[src/rtl/key_event_conditioner_if.sv]
// Event handshake between key_event_conditioner (master) and the vending FSM (slave).
interface key_event_conditioner_if;
  logic       valid;
  logic [1:0] code;
  logic       ready;

  modport master (output valid, output code, input ready);
  modport slave  (input valid, input code, output ready);
endinterface

[src/rtl/key_event_conditioner.sv]
// Key synchroniser, debouncer and press-event FIFO for the four vending keys.
// Optional auto-repeat of held keys is enabled by defining KEY_AUTO_REPEAT_EN.
module key_event_conditioner #(
  parameter int unsigned DEBOUNCE_CYCLES = 2,
  parameter int unsigned REPEAT_DELAY    = 50,
  parameter int unsigned REPEAT_PERIOD   = 20
) (
  input  logic                           clk,
  input  logic                           reset,
  input  logic [3:0]                     key_in,
  key_event_conditioner_if.master        evt,
  output logic [3:0]                     key_level,
  output logic [2:0]                     fifo_count,
  output logic                           evt_drop
);

  if (DEBOUNCE_CYCLES < 1 || DEBOUNCE_CYCLES > 255 ||
      REPEAT_DELAY < 1 || REPEAT_DELAY > 65535 ||
      REPEAT_PERIOD < 1 || REPEAT_PERIOD > 65535) begin : g_bad_param
    $error("key_event_conditioner: parameter out of range");
  end

  localparam logic [7:0] DEB_LAST = 8'(DEBOUNCE_CYCLES - 1);

  logic [3:0] s1_q, s2_q;
  logic [3:0] stable_q, stable_d;
  logic [7:0] cnt_q [4];
  logic [7:0] cnt_d [4];
  logic [3:0] pending_q, pending_d;
  logic [3:0] press, key_evt;
  logic [3:0] grant, grant_eff;
  logic [1:0] push_code;
  logic       found;
  logic       push, pop, full;
  logic       drop_q, drop_d;

  logic [1:0] mem_q [4];
  logic [1:0] wr_ptr_q, wr_ptr_d, rd_ptr_q, rd_ptr_d;
  logic [2:0] count_q, count_d;

  always_comb begin
    for (int k = 0; k < 4; k++) begin
      stable_d[k] = stable_q[k];
      cnt_d[k]    = '0;
      if (s2_q[k] != stable_q[k]) begin
        if (cnt_q[k] == DEB_LAST) begin
          stable_d[k] = ~stable_q[k];
        end else begin
          cnt_d[k] = cnt_q[k] + 8'd1;
        end
      end
    end
  end

  assign press = stable_d & ~stable_q;

`ifdef KEY_AUTO_REPEAT_EN
  logic [15:0] rpt_cnt_q [4];
  logic [15:0] rpt_cnt_d [4];
  logic [3:0]  rpt_arm_q, rpt_arm_d;
  logic [3:0]  rpt_fire;

  // First repeat fires REPEAT_DELAY cycles after the stable rise, then every REPEAT_PERIOD.
  always_comb begin
    for (int k = 0; k < 4; k++) begin
      rpt_cnt_d[k] = '0;
      rpt_arm_d[k] = 1'b0;
      rpt_fire[k]  = 1'b0;
      if (stable_q[k] && stable_d[k]) begin
        rpt_arm_d[k] = rpt_arm_q[k];
        if (rpt_cnt_q[k] + 16'd1 ==
            (rpt_arm_q[k] ? 16'(REPEAT_PERIOD) : 16'(REPEAT_DELAY))) begin
          rpt_fire[k]  = 1'b1;
          rpt_arm_d[k] = 1'b1;
        end else begin
          rpt_cnt_d[k] = rpt_cnt_q[k] + 16'd1;
        end
      end
    end
  end

  always_ff @(posedge clk) begin
    if (!reset) begin
      for (int k = 0; k < 4; k++) rpt_cnt_q[k] <= '0;
      rpt_arm_q <= '0;
    end else begin
      for (int k = 0; k < 4; k++) rpt_cnt_q[k] <= rpt_cnt_d[k];
      rpt_arm_q <= rpt_arm_d;
    end
  end

  assign key_evt = press | rpt_fire;
`else
  assign key_evt = press;
`endif

  always_comb begin
    grant     = '0;
    push_code = '0;
    found     = 1'b0;
    for (int k = 0; k < 4; k++) begin
      if (pending_q[k] && !found) begin
        grant[k]  = 1'b1;
        push_code = 2'(k);
        found     = 1'b1;
      end
    end
  end

  assign full      = (count_q == 3'd4);
  assign pop       = (count_q != 3'd0) && evt.ready;
  assign push      = (|pending_q) && (!full || pop);
  assign grant_eff = push ? grant : 4'b0000;

  // A new event is lost only if its pending bit is still occupied after this cycle's push.
  always_comb begin
    pending_d = (pending_q & ~grant_eff) | key_evt;
    drop_d    = drop_q | (|(key_evt & pending_q & ~grant_eff));
  end

  always_comb begin
    wr_ptr_d = push ? wr_ptr_q + 2'd1 : wr_ptr_q;
    rd_ptr_d = pop  ? rd_ptr_q + 2'd1 : rd_ptr_q;
    count_d  = count_q;
    if (push && !pop) count_d = count_q + 3'd1;
    else if (pop && !push) count_d = count_q - 3'd1;
  end

  always_ff @(posedge clk) begin
    if (!reset) begin
      s1_q      <= '0;
      s2_q      <= '0;
      stable_q  <= '0;
      for (int k = 0; k < 4; k++) cnt_q[k] <= '0;
      pending_q <= '0;
      drop_q    <= 1'b0;
      wr_ptr_q  <= '0;
      rd_ptr_q  <= '0;
      count_q   <= '0;
    end else begin
      s1_q      <= key_in;
      s2_q      <= s1_q;
      stable_q  <= stable_d;
      for (int k = 0; k < 4; k++) cnt_q[k] <= cnt_d[k];
      pending_q <= pending_d;
      drop_q    <= drop_d;
      wr_ptr_q  <= wr_ptr_d;
      rd_ptr_q  <= rd_ptr_d;
      count_q   <= count_d;
    end
  end

  always_ff @(posedge clk) begin
    if (push) mem_q[wr_ptr_q] <= push_code;
  end

  assign evt.valid  = (count_q != 3'd0);
  assign evt.code   = (count_q != 3'd0) ? mem_q[rd_ptr_q] : 2'd0;
  assign key_level  = stable_q;
  assign fifo_count = count_q;
  assign evt_drop   = drop_q;

endmodule

[src/flat_wrapper.sv]
// flat-port wrapper written by rule: the top's interface ports become plain ports
module key_event_conditioner_flat 
#(
  parameter int unsigned DEBOUNCE_CYCLES = 2,
  parameter int unsigned REPEAT_DELAY    = 50,
  parameter int unsigned REPEAT_PERIOD   = 20
)
  (clk, reset, key_in, key_level, fifo_count, evt_drop, evt_valid, evt_code, evt_ready);
  key_event_conditioner_if evt_i ();
  input  logic clk;
  input  logic reset;
  input  logic [3:0] key_in;
  output logic [3:0] key_level;
  output logic [2:0] fifo_count;
  output logic evt_drop;
  output wire logic [$bits(evt_i.valid)-1:0] evt_valid;
  output wire logic [$bits(evt_i.code)-1:0] evt_code;
  input wire logic [$bits(evt_i.ready)-1:0] evt_ready;
  assign evt_valid = evt_i.valid;
  assign evt_code = evt_i.code;
  assign evt_i.ready = evt_ready;
  key_event_conditioner #(.DEBOUNCE_CYCLES(DEBOUNCE_CYCLES), .REPEAT_DELAY(REPEAT_DELAY), .REPEAT_PERIOD(REPEAT_PERIOD)) u_core (.clk(clk), .reset(reset), .key_in(key_in), .evt(evt_i), .key_level(key_level), .fifo_count(fifo_count), .evt_drop(evt_drop));
endmodule
[config.mk]
export PLATFORM = sky130hd
export DESIGN_NAME = key_event_conditioner_flat
export DESIGN_NICKNAME = d
export VERILOG_FILES = /design/src/rtl/key_event_conditioner_if.sv /design/src/rtl/key_event_conditioner.sv /design/src/flat_wrapper.sv
export SDC_FILE = /design/constraint.sdc
export NUM_CORES = 1
export LEC_CHECK = 0
export BUFFER_PORTS_ARGS = -buffer_cell sky130_fd_sc_hd__clkbuf_2
export CAP_MARGIN = 20
export CORE_ASPECT_RATIO = 1.4
export CORE_UTILIZATION = 30
export DETAILED_ROUTE_END_ITERATION = 10
export PLACE_DENSITY = 0.45
export REMOVE_ABC_BUFFERS = 1
export SLEW_MARGIN = 20
export SYNTH_ARGS = -nofsm -noshare
export SYNTH_HDL_FRONTEND = slang
export SYNTH_SLANG_ARGS = --single-unit
[constraint.sdc]
create_clock -name clk -period 2.95 [get_ports clk]
set_clock_uncertainty 0.1 [all_clocks]
set_input_delay 0.4425 -clock clk [delete_from_list [all_inputs] [get_ports clk]]
set_output_delay 0.4425 -clock clk [all_outputs]
set_load 0.05 [all_outputs]
==> summary.md, run 1 <==
| Metric | Value |
|---|---|
| Critical R2R Launch | `u_core.fifo_count[0]` |
| Final Hold Fails | `0` |
| Count leader, synth | `dfxtp_1` |
| CTS Root Cell | `clkbuf_16` |
| Worst r2r dst | `u_core.fifo_count[2]` |
| CORE AREA | `9030 µm²` |
| Via/cell ratio | `4.53` |
| Rel. slew slack | `65.6%` |
| Hold Path Stages | `2` |
| Initial antenna violation count | `0` |
| GPL Wtd Cong | `0.737` |
| Synthesis Warnings | `0` |
| Clk slew on worst S/H paths | `0.05 ns` |
| Die footprint | `9740 µm²` |
| Share of the synthesized area in the top cell type | `41.4%` |
| Worst VDD drop | `0.581 mV` |
| Num CTS Buffers | `9` |
| N_diodes | `0` |
| Count of final max-slew check failures | `0` |
| Die width | `83.7 µm` |
| Distinct cells, synth | `36` |
| H-tree levels | `3` |
| Clock sink count | `66` |
| Starting DRT DRC Count | `29` |
| Worst EP arrival | `2.53 ns` |
| Worst hold path type | `primary input to flip-flop` |
| R2r worst-path depth | `8` |
| Gr usage total | `11.1%` |
| CTS tree | `built` |
| Ys async rst share | `0%` |
| Share of post-route cells with drive strength above 1 | `13.4%` |
| Port Buffers | `17` |
| Final setup vio count | `0` |
| I/O Pins | `18` |
| Unrepaired setup endpoints after global routing | `no` |
| Total wire length | `4.70 mm` |
| Drt first pass iters | `4` |
| Maxcap violations | `0` |
| Sum Neg Setup Slack | `0 ns` |
| Post-synth top cells | `dfxtp_1, nor2_1, nand3_1, xor2_1, and2_1` |
| Synth Instances | `270` |
| Worst-Margin Slew | `0.516 ns` |
| Syn-to-layout area delta | `16.5%` |
| First-pass GRT wire length | `8.38 mm` |
| Top post-synthesis cells by area | `dfxtp_1, edfxtp_1, xor2_1, ha_1, nand3_1` |
| CP Launch Type | `flip-flop` |
| Seq cells post-synth | `66` |
| Initial Util | `31.0%` |
| Area leader, netlist | `dfxtp_1` |
| Worst-skew pair later-pin latency | `0.32 ns` |
| Min-delay src | `key_in[0]` |
| Grt total ovfl | `0` |
| CP Data Required Time | `3.10 ns` |
| CTS resizes | `0` |
| Number of global-route vias before repair | `1813` |
| Longest Clk Path Bufs | `2` |
| Final ANT Viol Nets | `0` |
| Power Density | `728 nW/µm²` |
| Fmax | `0.419 GHz` |
| Wirelength per Cell | `11.6 µm` |
| Dominant synthesized flop cell | `dfxtp_1` |
| Final cycle utilization of the critical path | `80.9%` |
| Outcome | `finished, final reports clean` |
| Worst Setup SP | `u_core.fifo_count[0]` |
| Minimum clock period | `2.39 ns` |
| Via count | `1833` |
| Syn_area_per_cell | `10.4 µm²` |
| Kind of critical path | `flip-flop to flip-flop` |
| Largest net degree at the start of global routing | `30` |
| Max FO, Critical Path | `5` |
| Leak | `1.25 nW` |
| Post-CTS Hold Fix Bufs | `0` |
| EDFF count, synth | `8` |
| Part of the Yosys area used for sequential elements | `50.0%` |
| Reg-to-reg slack, setup | `0.56 ns` |
| Rows | `41` |
| Post-route DRC | `0` |
| Mapped cell area | `2800 µm²` |
| Min-Delay Endpoint | `u_core.s1_q[0]` |
| Die Y | `116 µm` |
| Post-layout instance area | `3260 µm²` |
| Area of placed instances | `2990 µm²` |
| Post-CTS Setup Bufs | `0` |
| Post-DP HPWL | `3.36 mm` |
| Setup crit end kind | `flip-flop` |
| Final nets | `314` |
## critical path, cell delays in order, from the launching register on
cell and delay (ns):
dfxtp_1 0.38, or3_1 0.44, nand2_1 0.13, ha_1 0.19
inv_1 0.06, fa_1 0.38, xor2_1 0.18, or3_1 0.30
a21boi_0 0.15
## power breakdown
part	internal, mW	switching, mW
Combinational	0.143	0.286
Clock	0.586	0.366
Sequential	0.948	0.0485
Total	1.68	0.701
## cell families (layout without fill, tap and decap cells)
kind of cell,after synthesis,in the layout,share of synthesized area (%)
AOI/OAI and AO/OA,16,16,4.33
xor gates and xnor gates,33,33,10.3
adders and majority gates,14,14,6.52
buffers and inverters,16,44,2.54
DFF,66,66,50.0
muxes,5,5,2.68
and+or+nand+nor,120,120,23.6
## flip-flops by register name, summed over array words and instances (netlist names), named ones only
name and cells:
u_core.cnt_q 32, u_core.mem_q 8, u_core.key_level 4, u_core.pending_q 4
u_core.s1_q 4, u_core.s2_q 4, u_core.fifo_count 3, u_core.rd_ptr_q 2
u_core.wr_ptr_q 2, u_core.evt_drop 1
## final cells by class
type	count	area (µm²)
Fill cell	911	5760
Sequential cell	66	1400
Multi-Input combinational cell	188	1330
Clock buffer	11	243
Tap cell	107	134
Timing Repair Buffer	17	85.1
Inverter	11	41.3
Clock inverter	5	30.0
## metal layers
layer  global-route usage, %  routed length (µm)
met4                    5.76                  63
met1                    12.3                2150
met5                       0                   0
met2                    19.0                2340
met3                    3.89                 148
## through the flow
stage / total power, mW / setup slack [ns] / hold WS (ns) / std cells / util [%]
2_1_floorplan: 1.36 / 0.168 / 0.312 / 265 / -
3_3_place_gp: 1.45 / 0.580 / 0.321 / 389 / 33.1
3_5_place_dp: 1.45 / 0.520 / 0.320 / 389 / 33.1
4_1_cts: 2.43 / 0.543 / 0.210 / 405 / 36.2
5_1_grt: 2.50 / 0.370 / 0.224 / 405 / 36.2
6_report: 2.38 / 0.563 / 0.224 / 405 / 36.2
## worst max path at each step
stage	end	cells past startpoint
after floorplan	u_core.fifo_count[2]	8
after global placement	u_core.fifo_count[2]	9
after detailed placement	u_core.fifo_count[2]	9
after CTS	u_core.fifo_count[2]	8
after global routing	u_core.fifo_count[2]	8
final	u_core.fifo_count[2]	8
## layout by cell type, fill, tap and decap left out, types with 2 or more instances in the layout
cell type   instances
clkinvlp_4          2
nand2_1             7
clkinv_2            3
nor4b_1             3
mux2i_1             3
nor2b_1             4
or3_1               5
dfxtp_1            58
nor3_1              4
clkbuf_16           9
xnor2_1             8
nor2_1             35
o21ai_0             2
nand3_1            27
ha_1               13
inv_1              11
and2_1             19
mux4_2              2
nor4_1              3
clkbuf_2           17
edfxtp_1            8
and3_1              8
xor2_1             25
a21boi_0            7
No activity file was read; power rests on OpenSTA's default activity.
==> inputs of run 2 (changes only) <==
Settings changed: PLACE_DENSITY 0.45 to 0.47.
Clock period 2.95 ns to 2.08 ns, I/O delays scaled along.
==> run 2 against run 1 <==
Setup slack worse by 0.54 ns. Global-route usage is 0.41 points lower. Cell count is 4.0% higher. Via count is 4.5% higher. Worst hold slack worse by 0.14 ns. Power is 51% higher. Utilization is 1.8 points higher. Die area stayed put. Register-to-register slack worse by 0.54 ns. Fmax is 16% higher. Routed wire length is 0.64% higher. Largest cell class unchanged. Largest power group unchanged. Highest routed layer unchanged.
==> summary.md, run 2 (synthesis results as in run 1) <==
| Metric | Value |
|---|---|
| Unrepaired setup endpoints after global routing | `yes` |
| Number of global-route vias before repair | `1751 (-3.4%)` |
| Area of placed instances | `3100 µm² (+3.5%)` |
| Fmax | `0.487 GHz (+16%)` |
| Final nets | `331 (+5.4%)` |
| Critical R2R Launch | `u_core.fifo_count[2]` |
| Met2 Use GR | `17.9% (-1.1 points)` |
| Grt total ovfl | `0 (unchanged)` |
| Die footprint | `9740 µm² (unchanged)` |
| Commonest non-fill, non-tap cell in the layout | `dfxtp_1` |
| Final cycle utilization of the critical path | `98.8% (+18 points)` |
| Wirelength per Cell | `11.2 µm (-3.2%)` |
| Clk slew on worst S/H paths | `0.05 ns (about the same)` |
| Final Hold Fails | `0 (unchanged)` |
| Minimum clock period | `2.06 ns (-0.332 ns)` |
| CP Launch Type | `flip-flop` |
| Maxcap violations | `0 (unchanged)` |
| Max FO, Critical Path | `2 (-3)` |
| Worst-skew pair later-pin latency | `0.33 ns (about the same)` |
| Finished Layout Cells | `421 (+4.0%)` |
| Longest Clk Path Bufs | `2 (unchanged)` |
| Worst VDD drop | `1.12 mV (+93%)` |
| Setup crit end kind | `flip-flop` |
| Met3 usage | `3.67% (-0.21 points)` |
| Drt first pass iters | `3 (-1)` |
| Syn-to-layout area delta | `22.1%` |
| Clk pwr share | `38.2% (-1.8 points)` |
| Largest net degree at the start of global routing | `25 (-17%)` |
| Worst setup margin | `0.0248 ns (-0.538 ns)` |
| Total power | `3.60 mW (+51%)` |
| Rel. slew slack | `71.5% (+5.9 points)` |
| Worst Setup SP | `u_core.fifo_count[2]` |
| Max reg flops | `32 (unchanged)` |
| Sum Neg Setup Slack | `0 ns (unchanged)` |
| Via count | `1915 (+4.5%)` |
| Final setup vio count | `0 (unchanged)` |
| Power Density | `1050 nW/µm² (+44%)` |
| Post-layout instance area | `3420 µm² (+4.9%)` |
| GPL Wtd Cong | `0.750 (+1.7%)` |
| Final ANT Viol Nets | `0 (unchanged)` |
| Die width | `83.7 µm (unchanged)` |
| I/O Pins | `18 (unchanged)` |
| Rows | `41 (unchanged)` |
| Die Y | `116 µm (unchanged)` |
| Final Util | `37.9% (+1.8 points)` |
| Total wire length | `4.73 mm (+0.64%)` |
| Starting DRT DRC Count | `23 (-21%)` |
| Post-DP HPWL | `3.35 mm (-0.40%)` |
| Worst EP arrival | `2.22 ns (-0.31 ns)` |
| Kind of critical path | `flip-flop to flip-flop` |
| First-pass GRT wire length | `7.87 mm (-6.1%)` |
| Count of final max-slew check failures | `0 (unchanged)` |
| Sequential Power Share | `38.7% (-3.2 points)` |
| Initial Util | `31.0% (unchanged)` |
| Initial antenna violation count | `0 (unchanged)` |
| Commonest non-fill, non-tap cells in the layout | `dfxtp_1, nor2_1, nand3_1` |
| Int Pwr | `2.57 mW (+53%)` |
| Port Buffers | `17 (unchanged)` |
| Num CTS Buffers | `9 (unchanged)` |
| Clock sink count | `66 (unchanged)` |
| GRT busiest layer | `met2` |
| Largest regs | `u_core.cnt_q: 32 flops, u_core.mem_q: 8 flops` |
| N_diodes | `0 (unchanged)` |
| Sw Ratio | `28.7% (-0.80 points)` |
| WHS | `0.0869 ns (-0.137 ns)` |
| Filler cells | `917 (+0.66%)` |
| Via/cell ratio | `4.55 (+0.50%)` |
| NetSw | `1.03 mW (+47%)` |
| Gr usage total | `10.7% (-0.41 points)` |
| Gate power share | `23.2% (+5.2 points)` |
| CTS tree | `built` |
| Met1 Usage GRT | `11.3% (-0.97 points)` |
| CP Data Required Time | `2.24 ns (-0.86 ns)` |
| Setup Slack @ Placement | `-0.128 ns (-0.648 ns)` |
| Inst Count DP | `403 (+3.6%)` |
| H-tree levels | `3 (unchanged)` |
| Worst hold path type | `primary input to flip-flop` |
| Post-CTS Hold Fix Bufs | `0 (unchanged)` |
| Outcome | `finished, final reports clean` |
| Most flops, register | `u_core.cnt_q` |
| CTS Root Cell | `clkbuf_16` |
| Min-delay src | `key_in[1]` |
| Share of post-route cells with drive strength above 1 | `19.1% (+5.7 points)` |
| Leak | `1.34 nW (+7.7%)` |
| Worst-Margin Slew | `0.423 ns (-0.0934 ns)` |
| Post-route DRC | `0 (unchanged)` |
| CORE AREA | `9030 µm² (unchanged)` |
[run 2: path summary, 6_finish.rpt]
check	to	slack, ns	cells after the start
hold / removal	u_core.s1_q[1]	0.09	2
setup reg to reg	u_core.fifo_count[2]	0.02	8
setup / recovery	u_core.fifo_count[2]	0.02	8
hold reg to reg	u_core.s2_q[0]	0.33	1
[run 2: critical path, stage by stage, from the launching register on]
cell and delay [ns]:
dfxtp_1 0.31, or3_4 0.40, nand2_4 0.08, ha_4 0.13, inv_1 0.05, fa_2 0.32, xor2_1 0.15, or3_1 0.30
a21boi_1 0.14
[run 2: layout make-up]
type                            instances  area (µm²)  share of cell area (%)
Sequential cell                        66        1410                    41.0
Multi-Input combinational cell        188        1360                    39.7
Clock buffer                           13         260                    7.60
Timing Repair Buffer                   34         213                    6.21
Tap cell                              107         134                    3.91
Inverter                               11        41.3                    1.21
Clock inverter                          2        12.5                   0.365
[run 2: repair_timing]
item / in CTS / in global routing
endpoints found under the setup margin: 1 / 1
buffers inserted: 1 / 2
gates resized for setup: 4 / 5
pin swaps: 3 / 4
[run 2: routing by layer]
layer | up-vias | wire (µm)
li1 | 994 | -
met3 | 10 | 165
met1 | 888 | 2080
met5 | - | 0
met2 | 23 | 2360
met4 | 0 | 131
[run 2: power groups by stage]
stage / registers [mW] / logic, mW / clock network [mW]
2_1_floorplan: 1.52 / 0.403 / 0
4_1_cts: 1.39 / 0.767 / 1.42
3_5_place_dp: 1.42 / 0.742 / 0
5_1_grt: 1.40 / 0.897 / 1.48
3_3_place_gp: 1.41 / 0.742 / 0
6_report: 1.39 / 0.834 / 1.37
==> inputs of run 3 (changes only) <==
Settings changed: BUFFER_PORTS_ARGS -buffer_cell sky130_fd_sc_hd__clkbuf_2 to default, DONT_BUFFER_PORTS from default to 1, MAX_ROUTING_LAYER from default to met4, PLACE_DENSITY 0.47 to 0.45.
==> run 3 against run 2 <==
First-iteration DRC count up 120%. Sequential cell count unchanged. Critical path depth unchanged. Worst hold slack worse by 0.072 ns. Sequential share of layout area down 0.59 points. Largest cell class unchanged.
==> summary.md, run 3 (synthesis results as in run 1) <==
| Metric | Value |
|---|---|
| Drt first pass iters | `4 (+1)` |
| Reg-to-reg slack, setup | `0.01 ns (about the same)` |
| Die footprint | `9740 µm² (unchanged)` |
| Port Buffers | `0 (-17)` |
| Via count | `1909 (-0.31%)` |
| Worst Setup SP | `u_core.fifo_count[0]` |
| Filler cells | `924 (+0.76%)` |
| Wirelength per Cell | `11.9 µm (+5.9%)` |
| Post-DP HPWL | `3.42 mm (+2.1%)` |
| Setup crit end kind | `flip-flop` |
| Num CTS Buffers | `9 (unchanged)` |
| Final ANT Viol Nets | `0 (unchanged)` |
| Final cycle utilization of the critical path | `99.4% (+0.62 points)` |
| Outcome | `finished, final reports clean` |
| Post-route DRC | `0 (unchanged)` |
| Critical R2R Launch | `u_core.fifo_count[0]` |
| Syn-to-layout area delta | `23.7%` |
| Fmax | `0.484 GHz (-0.62%)` |
| Max FO, Critical Path | `2 (unchanged)` |
| Rows | `41 (unchanged)` |
| Worst-Margin Slew | `0.548 ns (+0.125 ns)` |
| Kind of critical path | `flip-flop to flip-flop` |
| CP Data Required Time | `2.23 ns (about the same)` |
| Leak | `1.34 nW (-0.48%)` |
| Worst hold path type | `primary input to flip-flop` |
| Longest Clk Path Bufs | `2 (unchanged)` |
| Maxcap violations | `0 (unchanged)` |
| GPL Wtd Cong | `0.768 (+2.3%)` |
| Gr usage total | `11.9% (+1.2 points)` |
| Final Util | `38.4% (+0.49 points)` |
| Total wire length | `4.97 mm (+4.9%)` |
| Worst-skew pair later-pin latency | `0.33 ns (about the same)` |
| Worst Setup EP | `u_core.fifo_count[2]` |
| Commonest non-fill, non-tap cell in the layout | `dfxtp_1` |
| CP Launch Type | `flip-flop` |
| Clock sink count | `66 (unchanged)` |
| Initial Util | `31.0% (unchanged)` |
| Grt total ovfl | `0 (unchanged)` |
| Final nets | `329 (-0.60%)` |
| Worst EP arrival | `2.22 ns (about the same)` |
| Unrepaired setup endpoints after global routing | `yes` |
| Minimum clock period | `2.07 ns (+0.0129 ns)` |
| Count of final max-slew check failures | `0 (unchanged)` |
| CTS Root Cell | `clkbuf_16` |
| Share of post-route cells with drive strength above 1 | `15.8% (-3.3 points)` |
| Max reg flops | `32 (unchanged)` |
| Die Y | `116 µm (unchanged)` |
| Via/cell ratio | `4.58 (+0.64%)` |
| CORE AREA | `9030 µm² (unchanged)` |
| Starting DRT DRC Count | `51 (+120%)` |
| N_diodes | `0 (unchanged)` |
| Die width | `83.7 µm (unchanged)` |
| Largest regs | `u_core.cnt_q: 32 flops, u_core.mem_q: 8 flops` |
| Number of global-route vias before repair | `1938 (+11%)` |
| Finished Layout Cells | `417 (-0.95%)` |
| I/O Pins | `18 (unchanged)` |
| Commonest non-fill, non-tap cells in the layout | `dfxtp_1, nor2_1, nand3_1` |
| Initial antenna violation count | `0 (unchanged)` |
| Power Density | `1030 nW/µm² (-1.6%)` |
| Final setup vio count | `0 (unchanged)` |
| Rel. slew slack | `63.4% (-8.0 points)` |
| Clk slew on worst S/H paths | `0.05 ns (about the same)` |
| First-pass GRT wire length | `8.59 mm (+9.1%)` |
| Total power | `3.59 mW (-0.36%)` |
| Worst VDD drop | `1.11 mV (-1.0%)` |
| Most flops, register | `u_core.cnt_q` |
| CTS tree | `built` |
| Worst r2r dst | `u_core.fifo_count[2]` |
| Sum Neg Setup Slack | `0 ns (unchanged)` |
| Final Hold Fails | `0 (unchanged)` |
| Inst Count DP | `395 (-2.0%)` |
| Largest net degree at the start of global routing | `27 (+8.0%)` |
| R2r worst-path depth | `8 (unchanged)` |
| WHS | `0.0152 ns (-0.0718 ns)` |
| H-tree levels | `3 (unchanged)` |
## run 3: critical path: stages, from the launching register on
cell      delay, ns
dfxtp_2        0.31
or3_4          0.38
nand2_2        0.10
ha_4           0.14
inv_2          0.04
fa_2           0.34
xor2_1         0.15
or3_1          0.30
a21boi_1       0.13
## run 3: cell type report
cell class / count / area [µm²] / share of cell area [%]
Sequential cell: 66 / 1400 / 40.5
Multi-Input combinational cell: 188 / 1350 / 39.0
Timing Repair Buffer: 32 / 285 / 8.23
Clock buffer: 12 / 246 / 7.11
Tap cell: 107 / 134 / 3.86
Inverter: 11 / 41.3 / 1.19
Clock inverter: 1 / 5.00 / 0.144
## run 3: worst min-delay path by stage
stage                   startpoint        endpoint  slack, ns  depth (start not counted)
floorplan           u_core.s1_q[0]  u_core.s2_q[0]       0.31                          1
global placement    u_core.s1_q[1]  u_core.s2_q[1]       0.32                          1
detailed placement  u_core.s1_q[1]  u_core.s2_q[1]       0.32                          1
CTS                          reset  u_core.s2_q[0]      0.004                          1
global route                 reset  u_core.s1_q[0]      0.006                          1
finish                       reset  u_core.s1_q[0]       0.02                          1
## run 3: repair_timing
item | in CTS | in global routing
resized for setup | 8 | 0
pin swaps | 5 | 1
endpoints found under the hold margin | 7 | 0
setup endpoints to repair | 1 | 1
hold buffers | 8 | 0
buffers inserted | 1 | 0
## run 3: power by group
group / internal, mW / switching (mW) / leakage, nW
Combinational: 0.419 / 0.477 / 0.667
Clock: 0.815 / 0.491 / 0.124
Sequential: 1.35 / 0.0383 / 0.544
Total: 2.58 / 1.01 / 1.34
## run 3: per-stage QoR
step / setup slack [ns] / instance area (µm²)
2_1_floorplan: -0.702 / 2770
3_3_place_gp: -0.0688 / 3100
3_5_place_dp: -0.129 / 3100
4_1_cts: 0.00283 / 3470
5_1_grt: -0.0515 / 3470
6_report: 0.0119 / 3470
## run 3: metal layers
| metal | vias up | global-route usage, % | part of all wire, % |
|---|---|---|---|
| li1 | 990 | - | - |
| met1 | 883 | 11.7 | 43 |
| met2 | 25 | 20.2 | 50 |
| met3 | 11 | 3.82 | 4.1 |
| met4 | 0 | 8.14 | 3.1 |
| met5 | - | - | 0 |
